## src/rtl/rtc_read.sv

```systemverilog
// Read engine for the 3-wire RTC: reads seconds then minutes over ce/sclk/io
// and presents the four BCD digits, the clock-halt bit and a BCD error flag.
module rtc_read #(
  parameter int         HALF    = 2,
  parameter logic [7:0] CMD_SEC = 8'h81,
  parameter logic [7:0] CMD_MIN = 8'h83
) (
  input  logic       clk,
  input  logic       rstn,
  input  logic       start,
  input  logic       io_in,
  output logic       ce,
  output logic       sclk,
  output logic       io_out,
  output logic       io_oe,
  output logic       busy,
  output logic       valid,
  output logic [3:0] data_sec_0,
  output logic [3:0] data_sec_1,
  output logic [3:0] data_min_0,
  output logic [3:0] data_min_1,
  output logic       ch,
  output logic       bcd_err
);
  typedef enum logic [1:0] {IDLE, CMD, RD, GAP} state_t;

  localparam int            CW    = $clog2(2*HALF) + 1;
  localparam logic [CW-1:0] HI_AT = CW'(HALF - 1);
  localparam logic [CW-1:0] LAST  = CW'(2*HALF - 1);

  state_t        state_q, state_d;
  logic          t_q, t_d;
  logic [CW-1:0] cnt_q, cnt_d;
  logic [2:0]    bit_q, bit_d;
  logic [7:0]    sh_q, sh_d, sec_q, sec_d;
  logic          ce_q, ce_d, sclk_q, sclk_d, io_out_q, io_out_d, io_oe_q, io_oe_d;
  logic          busy_q, busy_d, valid_q, valid_d, ch_q, ch_d, err_q, err_d;
  logic [3:0]    s0_q, s0_d, s1_q, s1_d, m0_q, m0_d, m1_q, m1_d;

  logic       end_per, hi_edge, last_bit;
  logic [7:0] cmd;
  logic [3:0] n_s0, n_s1, n_m0, n_m1;

  assign end_per  = (cnt_q == LAST);
  assign hi_edge  = (cnt_q == HI_AT);
  assign last_bit = (bit_q == 3'd7);
  assign cmd      = t_q ? CMD_MIN : CMD_SEC;
  // At completion sh_q holds the finished minutes byte.
  assign n_s0 = sec_q[3:0];
  assign n_s1 = {1'b0, sec_q[6:4]};
  assign n_m0 = sh_q[3:0];
  assign n_m1 = {1'b0, sh_q[6:4]};

  always_ff @(posedge clk or negedge rstn) begin
    if (!rstn) begin
      state_q <= IDLE;   t_q     <= 1'b0;  cnt_q  <= '0;    bit_q   <= '0;
      sh_q    <= '0;     sec_q   <= '0;    ce_q   <= 1'b0;  sclk_q  <= 1'b0;
      io_out_q <= 1'b0;  io_oe_q <= 1'b0;  busy_q <= 1'b0;  valid_q <= 1'b0;
      ch_q    <= 1'b0;   err_q   <= 1'b0;
      s0_q <= '0; s1_q <= '0; m0_q <= '0; m1_q <= '0;
    end else begin
      state_q <= state_d;  t_q     <= t_d;     cnt_q  <= cnt_d;   bit_q   <= bit_d;
      sh_q    <= sh_d;     sec_q   <= sec_d;   ce_q   <= ce_d;    sclk_q  <= sclk_d;
      io_out_q <= io_out_d; io_oe_q <= io_oe_d; busy_q <= busy_d; valid_q <= valid_d;
      ch_q    <= ch_d;     err_q   <= err_d;
      s0_q <= s0_d; s1_q <= s1_d; m0_q <= m0_d; m1_q <= m1_d;
    end
  end

  always_comb begin
    state_d = state_q;
    unique case (state_q)
      IDLE: if (start) state_d = CMD;
      CMD:  if (end_per && last_bit) state_d = RD;
      RD:   if (end_per && last_bit) state_d = t_q ? IDLE : GAP;
      GAP:  if (end_per) state_d = CMD;
      default: state_d = IDLE;
    endcase
  end

  always_comb begin
    t_d = t_q;  cnt_d = end_per ? '0 : cnt_q + CW'(1);  bit_d = bit_q;
    sh_d = sh_q;  sec_d = sec_q;  ce_d = ce_q;  sclk_d = sclk_q;
    io_out_d = io_out_q;  io_oe_d = io_oe_q;  busy_d = busy_q;  valid_d = 1'b0;
    ch_d = ch_q;  err_d = err_q;
    s0_d = s0_q; s1_d = s1_q; m0_d = m0_q; m1_d = m1_q;
    unique case (state_q)
      IDLE: begin
        cnt_d = '0;
        if (start) begin
          t_d = 1'b0; bit_d = '0; ce_d = 1'b1; io_oe_d = 1'b1;
          io_out_d = CMD_SEC[0]; busy_d = 1'b1;
        end
      end
      CMD: begin
        if (hi_edge) sclk_d = 1'b1;
        if (end_per) begin
          sclk_d = 1'b0;
          if (last_bit) begin
            bit_d = '0; io_oe_d = 1'b0; io_out_d = 1'b0;
          end else begin
            bit_d = bit_q + 3'd1; io_out_d = cmd[bit_q + 3'd1];
          end
        end
      end
      RD: begin
        if (hi_edge) begin
          sclk_d = 1'b1;
          sh_d   = {io_in, sh_q[7:1]};
        end
        if (end_per) begin
          sclk_d = 1'b0;
          bit_d  = bit_q + 3'd1;
          if (last_bit) begin
            ce_d = 1'b0;
            if (t_q) begin
              s0_d = n_s0; s1_d = n_s1; m0_d = n_m0; m1_d = n_m1;
              ch_d = sec_q[7];
              err_d = (n_s0 > 4'd9) || (n_s1 > 4'd9) || (n_m0 > 4'd9) || (n_m1 > 4'd9);
              valid_d = 1'b1; busy_d = 1'b0;
            end else begin
              sec_d = sh_q;
            end
          end
        end
      end
      GAP: begin
        if (end_per) begin
          t_d = 1'b1; ce_d = 1'b1; io_oe_d = 1'b1; io_out_d = CMD_MIN[0];
        end
      end
      default: ;
    endcase
  end

  assign ce = ce_q;  assign sclk = sclk_q;  assign io_out = io_out_q;  assign io_oe = io_oe_q;
  assign busy = busy_q;  assign valid = valid_q;  assign ch = ch_q;  assign bcd_err = err_q;
  assign data_sec_0 = s0_q;  assign data_sec_1 = s1_q;
  assign data_min_0 = m0_q;  assign data_min_1 = m1_q;
endmodule

```

## config.mk

```make
export PLATFORM = sky130hd
export DESIGN_NAME = rtc_read
export DESIGN_NICKNAME = d
export VERILOG_FILES = /design/src/rtl/rtc_read.sv
export SDC_FILE = /design/constraint.sdc
export NUM_CORES = 1
export LEC_CHECK = 0
export CAP_MARGIN = 20
export CORE_ASPECT_RATIO = 1.25
export CORE_MARGIN = 2
export CORE_UTILIZATION = 45
export CTS_BUF_LIST = sky130_fd_sc_hd__clkbuf_8
export CTS_CLUSTER_DIAMETER = 120
export CTS_CLUSTER_SIZE = 28
export DETAILED_ROUTE_END_ITERATION = 10
export PLACE_DENSITY = 0.76
export SYNTH_ARGS = -nofsm -noshare
export SYNTH_HDL_FRONTEND = slang
export SYNTH_SLANG_ARGS = --single-unit
export TNS_END_PERCENT = 10
```

## constraint.sdc

```tcl
create_clock -name clk -period 2.8 [get_ports clk]
set_input_delay 0.28 -clock clk [delete_from_list [all_inputs] [get_ports clk]]
set_output_delay 0.28 -clock clk [all_outputs]
set_load 0.1 [all_outputs]
```

### Word-level counts from Yosys, hierarchy flattened

Index checks and enable logic that the tools add are counted.

| storage, ports and cells | value |
|---|---|
| latch bits | 0 |
| register bits after elaboration | 47 |
| word-level logic and storage cells | 101 |
| memories | 0 |
| input bits | 4 |
| RAM bits | 0 |
| output and inout bits | 24 |
| ROM bits | 0 |

| operators by class | value |
|---|---|
| order comparisons | 5 |
| multiplexer cells | 37 |
| $add $sub $neg | 2 |
| shifts and indexed selects | 0 |
| multiply operators | 0 |
| bitwise operators | 1 |
| reduce and logical (&&, ||, !) cells | 23 |
| divide/modulo/power cells | 0 |
| eq/ne operators | 15 |

Operators with widths:

| operator | number |
|---|---|
| AND reduction 4 bit | 5 |
| two-way mux 3 bit | 6 |
| != test 2 bit (second input constant) | 9 |
| two-way mux 1 bit | 17 |
| AND reduction 5 bit | 3 |
| two-way mux 2 bit | 6 |
| case mux 1 bit (3 select lines) | 3 |
| case mux 3 bit (3 select lines) | 1 |
| nonzero test 3 bit | 3 |
| greater-than comparator 3 x 4 -> 1 bit (second input constant) | 2 |
| greater-than comparator 4 bit (second input constant) | 2 |
| case mux 2 bit (4 select lines) | 1 |
| adder 3 x 1 -> 3 bit (second input constant) | 2 |
| nonzero test 2 bit | 3 |
| == test 2 bit (second input constant) | 2 |
| < comparator 3 x 4 -> 1 bit (second input constant) | 1 |
| case mux 1 bit (2 select lines) | 2 |
| AND reduction 2 bit | 2 |
| binary-select mux 1 bit (select 3 bit) | 1 |
| == test 3 x 1 -> 1 bit (second input constant) | 1 |
| == test 3 x 2 -> 1 bit (second input constant) | 1 |
| == test 3 bit (second input constant) | 1 |
| logical OR 1 bit | 3 |
| AND reduction 3 bit | 1 |
| 5 further kinds | 5 |

### Logic depth before layout (Yosys ltp)

| depth | value |
|---|---|
| word-level depth | 6 |
| mapped depth | 8 |
| mapped depth without buffers | 6 |

### Least setup slack after synthesis

OpenSTA, ideal clock, no wires.

| timing path | value |
|---|---|
| path type | reg2reg |
| from | reg bit_q[0] |
| to | reg err_q (netlist: bcd_err) |
| clock period less this slack | 1.839 ns |
| buffers on the path | 2 |
| setup slack | 0.961 ns |
| stages on the path, launching flop included | 9 |
| setup time | 0.126 ns |
| data arrival time | 1.712 ns |
| required time | 2.674 ns |
| cells stage by stage | dfrtp_1 > ha_1 > ha_1 > inv_1 > nor2_4 > and3_4 > buf_6 > buf_12 > mux2_4 |

| on the way | value |
|---|---|
| cells in the longest elaborated chain, start to end | 2 |

Ends and longest elaborated chain:

| element | line | text |
|---|---|---|
| start: declaration | 34 | `logic [2:0] bit_q, bit_d;` |
| start signal: assignment | 62 | `state_q <= state_d; t_q <= t_d; cnt_q <= cnt_d; bit_q <= bit_d;` |
| == test 3 bit | 46 | `assign last_bit = (bit_q == 3'd7);` |
| AND reduction 4 bit (no line) | - |  |
| end signal: assignment | 65 | `ch_q <= ch_d; err_q <= err_d;` |
| end: declaration | 37 | `logic busy_q, busy_d, valid_q, valid_d, ch_q, ch_d, err_q, err_d;` |

No other way between the ends.
A chain may end at the register's enable or synchronous reset.

### Final worst setup path

| timing path | value |
|---|---|
| from | reg state_q[0] |
| to | reg sec_q[6] |

| on the way | value |
|---|---|
| cells in the longest elaborated chain, start to end | 2 |

Ends and longest elaborated chain:

| element | line | text |
|---|---|---|
| start: declaration | 31 | `state_t state_q, state_d;` |
| start signal: assignment | 62 |  |
| == test 2 bit | 87 | `unique case (state_q)` |
| AND reduction 4 bit (no line) | - |  |
| end signal: assignment | 57 | `sh_q <= '0; sec_q <= '0; ce_q <= 1'b0; sclk_q <= 1'b0;` |
| end signal: assignment | 63 | `sh_q <= sh_d; sec_q <= sec_d; ce_q <= ce_d; sclk_q <= sclk_d;` |
| end: declaration | 35 | `logic [7:0] sh_q, sh_d, sec_q, sec_d;` |

No other way between the ends.

==> results.yml <==
run_status:
  outcome: "finished clean"
layout:
  final_cells: 261
  n_antenna_cell: 0
  fin_util_pct: 54.78
  final_area_sq_mm: 0.002610
  syn_to_final_growth_pct: 15.76
  layout-drive-gt1-share_pct: 34.83
  final_nets: 216
synthesis:
  ys_types: 38
  ys_seq_area_share_pct: 52.16
  synth-simple-area-share_pct: 8.990
  synth_top_family_by_area: "multiplexers"
  syn-cell-area_sq_mm: 0.002255
  syn_area_per_cell_sq_um: 13.03
  postSynthCellCount: 173
  synth_flop_cell: "dfrtp_1"
  yosys.area_share.adder_pct: 6.659
  synth.area.mux_share_pct: 19.03
  synth-xor-area-share_pct: 0
  yosysWarnings: 0
  postSynth.asyncResetShare_pct: 100.0
  ys_ff_latch: 47
  synth_edf_count: 0
  synth-compound-area-share_pct: 8.269
global_route:
  antenna_found_initial: 0
  grtUsageMet2_pct: 24.48
  grt_usage_pct: 14.72
  global_route.usage.met3_pct: 3.794
  grt.overflow.total: 0
  use_met1_pct: 18.85
  grt_max_degree: 48
  grt.busiest_layer: "met2"
  grt_pass1_wl_mm: 6.410
  first_global_vias: 1355
floorplan:
  start_util_pct: 47.32
  core-area_sq_mm: 0.004765
  die_y_um: 83.14
  rows: 28
  die-area_sq_mm: 0.005596
  dieWidth_um: 67.31
  pin_count: 28
power:
  p_leak_nw: 1.293
  total_power_mw: 1.301
  ir_worst_vdd_mv: 0.2495
  powerDensity_mw_per_mm2: 498.5
critical_path:
  critical_path.max_fanout: 10
  path_buf_inv: 2
  crit_path_end_kind: "flop"
  worstPathCellList: "inv_1 -> ha_1 -> inv_1 -> nor4_4 -> mux2_2"
  reg2reg_slack_ps: 630
  cpMostUsedCell: "inv_1"
  cp.required_ps: 2990
  arrival_ps: 2360
  cp_top_family: "simple AND/OR/NAND/NOR gates"
  max_stage_delay_ps: 590
  crit_slowest_cell: "nor4_4"
  critPathKind: "reg -> reg"
  worst_setup_path_start_kind: "flop"
cts:
  cts_setup_buffers: 0
  cts_root_buf: "clkbuf_8"
  cts_resized: 0
  cts_max_path_buffers: 2
  clkTransAtPathRegs_ps: 90
  cts_htree_levels: 2
  cts_tree: "done"
  clock_sinks: 47
  clock_latency_ps: 290
  numCtsBuffers: 5
route:
  dr.first_iter.drc_count: 101
  first_pass_iters: 4
  ant_nets: 0
  route.detailed.wl_per_inst_um: 15.00
  drt_wl_total_mm: 3.916
  viasPerCell: 5.341
  drc: 0
  vias: 1394
sta:
  setup_ws_ps: 627.9
  holdWs_ps: 335.2
  fin_skew_ps: 4.433
  setup_viol: 0
  finalCritPeriodShare_pct: 77.57
  finalHoldViolations: 0
  rsz0062_at_grt: "no"
  maxSlewHeadroom_pct: 61.12
  tightest_slew_ps: 578.9
  min_period_ps: 2172
  fin_tns_setup_ps: 0
  slew_violations: 0
  fmax_mhz: 460.4
place:
  dp_slack_ps: 641.0
  numPlacedInstances: 251
  port_buffers: 25
  placed_area_sq_mm: 0.002447
  gp_congestion: 0.8135
  hpwl_mm: 2.752
hold_path:
  hp-class: "in -> async"
flow_run:
  drv_cap: 0
state kept, by name, summed over array words and instances (netlist names), 2 cells and up:
name	count
sec_q	8
data_min_1	3
data_sec_0	4
cnt_q	3
bit_q	3
sh_q	8
state_q	2
data_min_0	4
data_sec_1	3
power breakdown:
| part | switching (mW) | total [mW] | internal, mW |
|---|---|---|---|
| clock network | 0.221 | 0.574 | 0.353 |
| logic | 0.0268 | 0.0384 | 0.0116 |
| registers | 0.00448 | 0.688 | 0.684 |
routing by layer:
metal | up-vias | share of wire, %
met5 | - | 0
met4 | 0 | 1.0
met3 | 6 | 4.2
met2 | 38 | 51
met1 | 696 | 44
li1 | 654 | -
cell usage after synthesis (3+ instances only):
cell type / number / area, sq um
nand2_1: 13 / 48.80
o21ai_0: 10 / 50.05
ha_1: 12 / 150.1
buf_4: 3 / 22.52
inv_1: 8 / 30.03
nor2_1: 3 / 11.26
nor3b_1: 3 / 22.52
mux2_4: 10 / 150.1
mux2_2: 23 / 259.0
dfrtp_1: 47 / 1176
a21oi_1: 7 / 35.03
timing repair:
item | in CTS | in global routing
hold buffers | 0 | 1
endpoints found under the setup margin | 0 | 0
hold endpoints to repair | 0 | 5
worst paths after layout:
path	from	end	depth (start not counted)
max reg2reg	state_q[0]	sec_q[6]	5
min in group clk	cnt_q[0]	cnt_q[0]	1
max	state_q[0]	sec_q[6]	5
min	rstn	sh_q[5]	2
min reg2reg	cnt_q[0]	cnt_q[0]	1
max in group asynchronous	rstn	data_sec_0[0]	3
kinds of logic after synthesis:
kind of cell | count (synthesis)
flip-flops | 47
multiplexers | 35
AND/OR/NAND/NOR | 33
AO/OA/AOI/OAI | 29
buffers and inverters | 16
adder cells (fa/ha/maj) | 12
other | 1
cell usage in the layout (no fill, tap or decap), types with 2 or more instances in the layout:
| master | count |
|---|---|
| o21ai_0 | 10 |
| inv_1 | 9 |
| mux2_4 | 10 |
| o31ai_1 | 2 |
| bufinv_16 | 2 |
| nor2b_1 | 2 |
| mux2_2 | 23 |
| nor2_1 | 3 |
| a21oi_1 | 7 |
| and2b_1 | 2 |
| a22o_1 | 2 |
| dfrtp_1 | 47 |
| nand3_1 | 2 |
| nor3b_1 | 3 |
| nand2_1 | 13 |
| clkbuf_8 | 5 |
| conb_1 | 2 |
| buf_4 | 22 |
| clkdlybuf4s50_1 | 2 |
| ha_1 | 12 |
| mux2i_1 | 2 |
layout make-up:
| cell class | count | area, sq um |
|---|---|---|
| multi-input cells | 111 | 975.9 |
| repair buffers | 27 | 220.2 |
| well taps | 60 | 75.07 |
| flip-flops and latches | 47 | 1176 |
| clock buffers | 5 | 68.82 |
| inverters | 8 | 30.03 |
| clock inverters | 3 | 63.81 |
| fillers | 411 | 2155 |
(Power assumes the default switching activity.)
==> edit 1: new RTL, config.mk and constraints unchanged <==
Encoding of `state_t`: now one-hot (4 bits for 4 states).
--- a/src/rtl/rtc_read.sv
+++ b/src/rtl/rtc_read.sv
@@ -24,3 +24,3 @@
 );
-  typedef enum logic [1:0] {IDLE, CMD, RD, GAP} state_t;
+  typedef enum logic [3:0] {IDLE = 4'b0001, CMD = 4'b0010, RD = 4'b0100, GAP = 4'b1000} state_t;
 
Behaviour: same outputs for any inputs over 10 cycles, from zero or initial values and one cycle with rstn low; not proved beyond that.
==> edit 1 against the unedited design <==
First-iteration DRC count fell by 44%; via count is 0.14% higher; wire length is 5.0% lower; final area down 1.4%; synthesized area fell by 2.1%; critical path type unchanged; sequential cell count grew 2; setup slack improved by 0.067 ns.
Power is not compared: it rests on default switching activity, and its combinational part moved more than twofold at a synthesized area within 25%.
==> edit 1: results <==
synthesis:
  synthArstFlopShare_pct: 100
  synth_top_cells_by_count: "dfrtp_1 (48), mux2_2 (31), o21ai_0 (7), ha_1 (6), nor2_1 (6)"
  synth.area.top_cells: "dfrtp_1 (54%), mux2_2 (16%), ha_1 (3.4%), o21ai_0 (1.6%), a31oi_1 (1.4%)"
  yosysUniqueCellTypes: 43
  ys_seq_area_share_pct: 55.6
  synth_top_cell_area_share_pct: 54.4
grt:
  antenna_found_initial: 0
  grt_max_degree: 50
  grt_pass1_wl_um: 6510
  grt_pass1_vias: 1338
  track_usage_pct: 15.7
sta:
  tightest_slew_ns: 0.680
  fin_worst_skew_ns: 0.00749
route:
  vias: 1396
  postRouteWirelength_um: 3720
  first_iter_violations: 57
outcome:
  outcome: "finished clean"
clocking:
  cts.path.max_buffers: 2
  cts_setup_buffers: 0
  worstSkewPairLatency_ns: 0.30
  cts-root-buf: "clkbuf_8"
placed_design:
  placed_cell_area_sq_um: 2430
  hpwl_um: 2610
  gp_congestion: 0.831
  port_buffers: 25
critical_path:
  critPathArrivalTime_ns: 2.29
  rrSetupSlack_ns: 0.70
  r2r_cells: 4
  worst-path-max-fanout: 11
finish:
  drive_above_1_share_pct: 35.0
  reg_top3: "sec_q x8, sh_q x8"
  nets: 209
hold_path:
  hp-class: "in -> async"
flow_run:
  drv_cap: 0
-- edit 1: cell types whose count changed after synthesis, moves of 4 or more --
cell and delta:
mux2_2 +8, a31oi_1 +4, ha_1 -6, mux2_4 -10
nor3_1 +4, nand2_1 -8
-- edit 1: stage by stage --
stage               std cells  hold slack (ns)  worst slack, ns  utilization (%)
floorplan                 173          -0.0156            0.977                -
global placement          250            0.463            0.763             51.4
detailed placement        250            0.470            0.714             51.4
CTS                       258            0.198            0.682             53.8
global route              260            0.379            0.489             54.4
finish                    260            0.354            0.695             54.4
-- edit 1: cell type report --
class	count	area (sq um)
clock buffer	5	68.8
clock inverter	3	43.8
fill	426	2160
inverter	5	18.8
multi-input combinational	110	912
sequential	49	1230
tap	60	75.1
timing repair buffer	28	228
-- edit 1: critical path, stage by stage, from the launching register on --
cell and delay (ns):
dfrtp_1 0.54, nor2b_1 0.26, and2_1 0.31, nor3b_4 0.48
mux2_2 0.40
-- edit 1: worst paths after layout --
path | startpoint | endpoint
worst max-delay path | state_q[2] | sec_q[6]
worst min-delay path | rstn | bit_q[1]
worst max register to register | state_q[2] | sec_q[6]
worst min register to register | ce | ce
max in group asynchronous | rstn | state_q[0]
min in group clk | ce | ce
-- edit 1: per-layer routing --
layer  track usage (%)  part of all wire (%)
met1              21.1                    46
met2              24.6                    48
met3              2.98                   3.9
met4              7.76                   2.1
met5                 0                     0
-- edit 1: cell families (layout without fill, tap and decap cells) --
| family | Yosys count | after routing | synth area share (%) |
|---|---|---|---|
| DFF | 49 | 49 | 55.6 |
| xor gates and xnor gates | 2 | 2 | 0.794 |
| buffers and inverters | 14 | 41 | 3.23 |
| adders and majority gates | 6 | 6 | 3.40 |
| muxes | 33 | 33 | 16.8 |
| other | 1 | 2 | 0.170 |
| and+or+nand+nor | 39 | 39 | 11.7 |
| AOI/OAI and AO/OA | 28 | 28 | 8.33 |
-- edit 1: power breakdown --
| group | leakage [nW] | switching (mW) | internal, mW | total (mW) |
|---|---|---|---|---|
| clock | 0.0585 | 0.235 | 0.268 | 0.503 |
| combinational | 0.577 | 0.303 | 0.162 | 0.465 |
| sequential | 0.651 | 0.0855 | 0.768 | 0.853 |
| total | 1.29 | 0.624 | 1.20 | 1.82 |
==> edit 2: new RTL, config.mk and constraints unchanged <==
Made on the original files. Change the parameter `HALF` from 2 to 1.
--- a/src/rtl/rtc_read.sv
+++ b/src/rtl/rtc_read.sv
@@ -3,3 +3,3 @@
 module rtc_read #(
-  parameter int         HALF    = 2,
+  parameter int         HALF    = 1,
   parameter logic [7:0] CMD_SEC = 8'h81,
Behaviour: not the same (Yosys sat finds a counterexample within 4 cycles, from zero or initial values and one cycle with rstn low).
==> edit 2 against the unedited design <==
Non-clock buffer count unchanged; power down 4.5%; wire length down 6.5%; setup slack better by 0.18 ns; sequential power about the same; final area down 6.5%; sequential share of layout area up 2.1 points; first-iteration DRC count down 77%; sequential cell count down 1; synthesized area down 8.1%; combinational power up 54%; via count down 11%; global-route usage up 1.4 points; critical endpoint is now sh_q[1]; die area down 7.7%.
==> edit 2: results <==
clocking:
  cts_buffers: 5
  worstSkewPairLatency_ns: 0.31
  cts-root-buf: "clkbuf_8"
finish:
  stdcell_count: 242
  n_fill_cell: 378
  nets: 197
  diodes: 0
  drive_above_1_share_pct: 38.0
  syn2layout_area_growth_pct: 17.8
placed_design:
  post-place-cells: 232
  placed_cell_area_sq_um: 2300
  hpwl_um: 2610
  gp_congestion: 0.790
sta:
  setup_ws_ns: 0.808
  fin_worst_skew_ns: 0.0119
  tightest_slew_ns: 0.599
grt:
  grt_max_degree: 47
  grt_pass1_wl_um: 6270
  grt_pass1_vias: 1287
  track_usage_pct: 16.1
  antenna_found_initial: 0
synthesis:
  synth_top_cells_by_count: "dfrtp_1 (46), mux2_2 (25), ha_1 (10), nand2_1 (10), o21ai_0 (9)"
  synthFlopType: "dfrtp_1"
  ys_seq_area_share_pct: 55.6
  synthArstFlopShare_pct: 100
  synth.area.top_cells: "dfrtp_1 (56%), mux2_2 (14%), ha_1 (6.0%), mux2_4 (5.1%), o21ai_0 (2.2%)"
  syn_avg_cell_area_sq_um: 13.5
  ys_warn_count: 0
  yosysUniqueCellTypes: 32
critical_path:
  rr_startpoint: "state_q[0]"
  worst-path-max-fanout: 9
  max_stage_delay_ns: 0.58
  r2r_cells: 4
  critPathSlowestCell: "nor3b_2"
  crit_path_end: "sh_q[1]"
  critPathArrivalTime_ns: 2.18
route:
  first_iter_violations: 23
  postRouteWirelength_um: 3660
  first_pass_iters: 4
  vias: 1239
power_and_ir_drop:
  ir_drop_uv: 375
  p_int_uw: 969
  p_leak_nw: 1.19
outcome:
  outcome: "finished clean"
==> edit 2: changes by cell type after synthesis, sizes merged, moves of 2 or more <==
cell,delta
ha,-2
clkbuf,-2
nor3b,-2
a211oi,-2
nand4,+2
nor4,-2
and3,-2
nand2,-3
o211ai,+3
a21oi,-2
and2b,-2
==> edit 2: how the worst min path moves through the flow <==
stage                     cells after the start    start  slack, ns        to
after floorplan                               0     rstn      -0.02   bcd_err
after global routing                          2     rstn       0.49  bit_q[2]
after detailed placement                      1  bcd_err       0.47   bcd_err
final                                         2     rstn       0.45  bit_q[2]
after global placement                        1  bcd_err       0.46   bcd_err
after CTS                                     1     rstn       0.17  bit_q[2]
==> edit 2: cell type report <==
class                   instances  share of cell area [%]
repair buffers                 27                    9.03
clock buffers                   5                    2.82
inverters                       7                    1.08
multi-input cells              96                    35.1
clock inverters                 3                    1.85
flip-flops and latches         46                    47.2
well taps                      58                    2.97
==> edit 2: kinds of logic after synthesis <==
kind of cell | count (synthesis) | share of synthesized area, %
flops | 46 | 55.6
fa+ha+maj | 10 | 6.04
mux | 33 | 19.1
other cells | 1 | 0.181
buf+inv | 12 | 3.32
compound gates | 24 | 8.03
simple gates | 27 | 7.73
==> edit 2: per-layer routing <==
| layer | GRT usage, % | share of wire [%] |
|---|---|---|
| met4 | 6.38 | 1.7 |
| met5 | 0 | 0 |
| met3 | 3.95 | 3.5 |
| met1 | 19.0 | 42 |
| met2 | 28.0 | 53 |
==> edit 2: power by group through the flow <==
stage          clock network (mW)  registers [mW]  logic (mW)
3_5_place_dp                    0           0.701      0.0557
5_1_grt                     0.537           0.690      0.0652
4_1_cts                     0.509           0.688      0.0561
2_1_floorplan                   0           0.696      0.0383
3_3_place_gp                    0           0.700      0.0529
6_report                    0.497           0.687      0.0591
==> edit 2: critical path, delay by kind of cell (launching register included) <==
family / cells / cell delay (ns)
adders and majority gates: 1 / 0.34
DFF: 1 / 0.45
muxes: 1 / 0.41
buffers and inverters: 1 / 0.10
and+or+nand+nor: 1 / 0.58
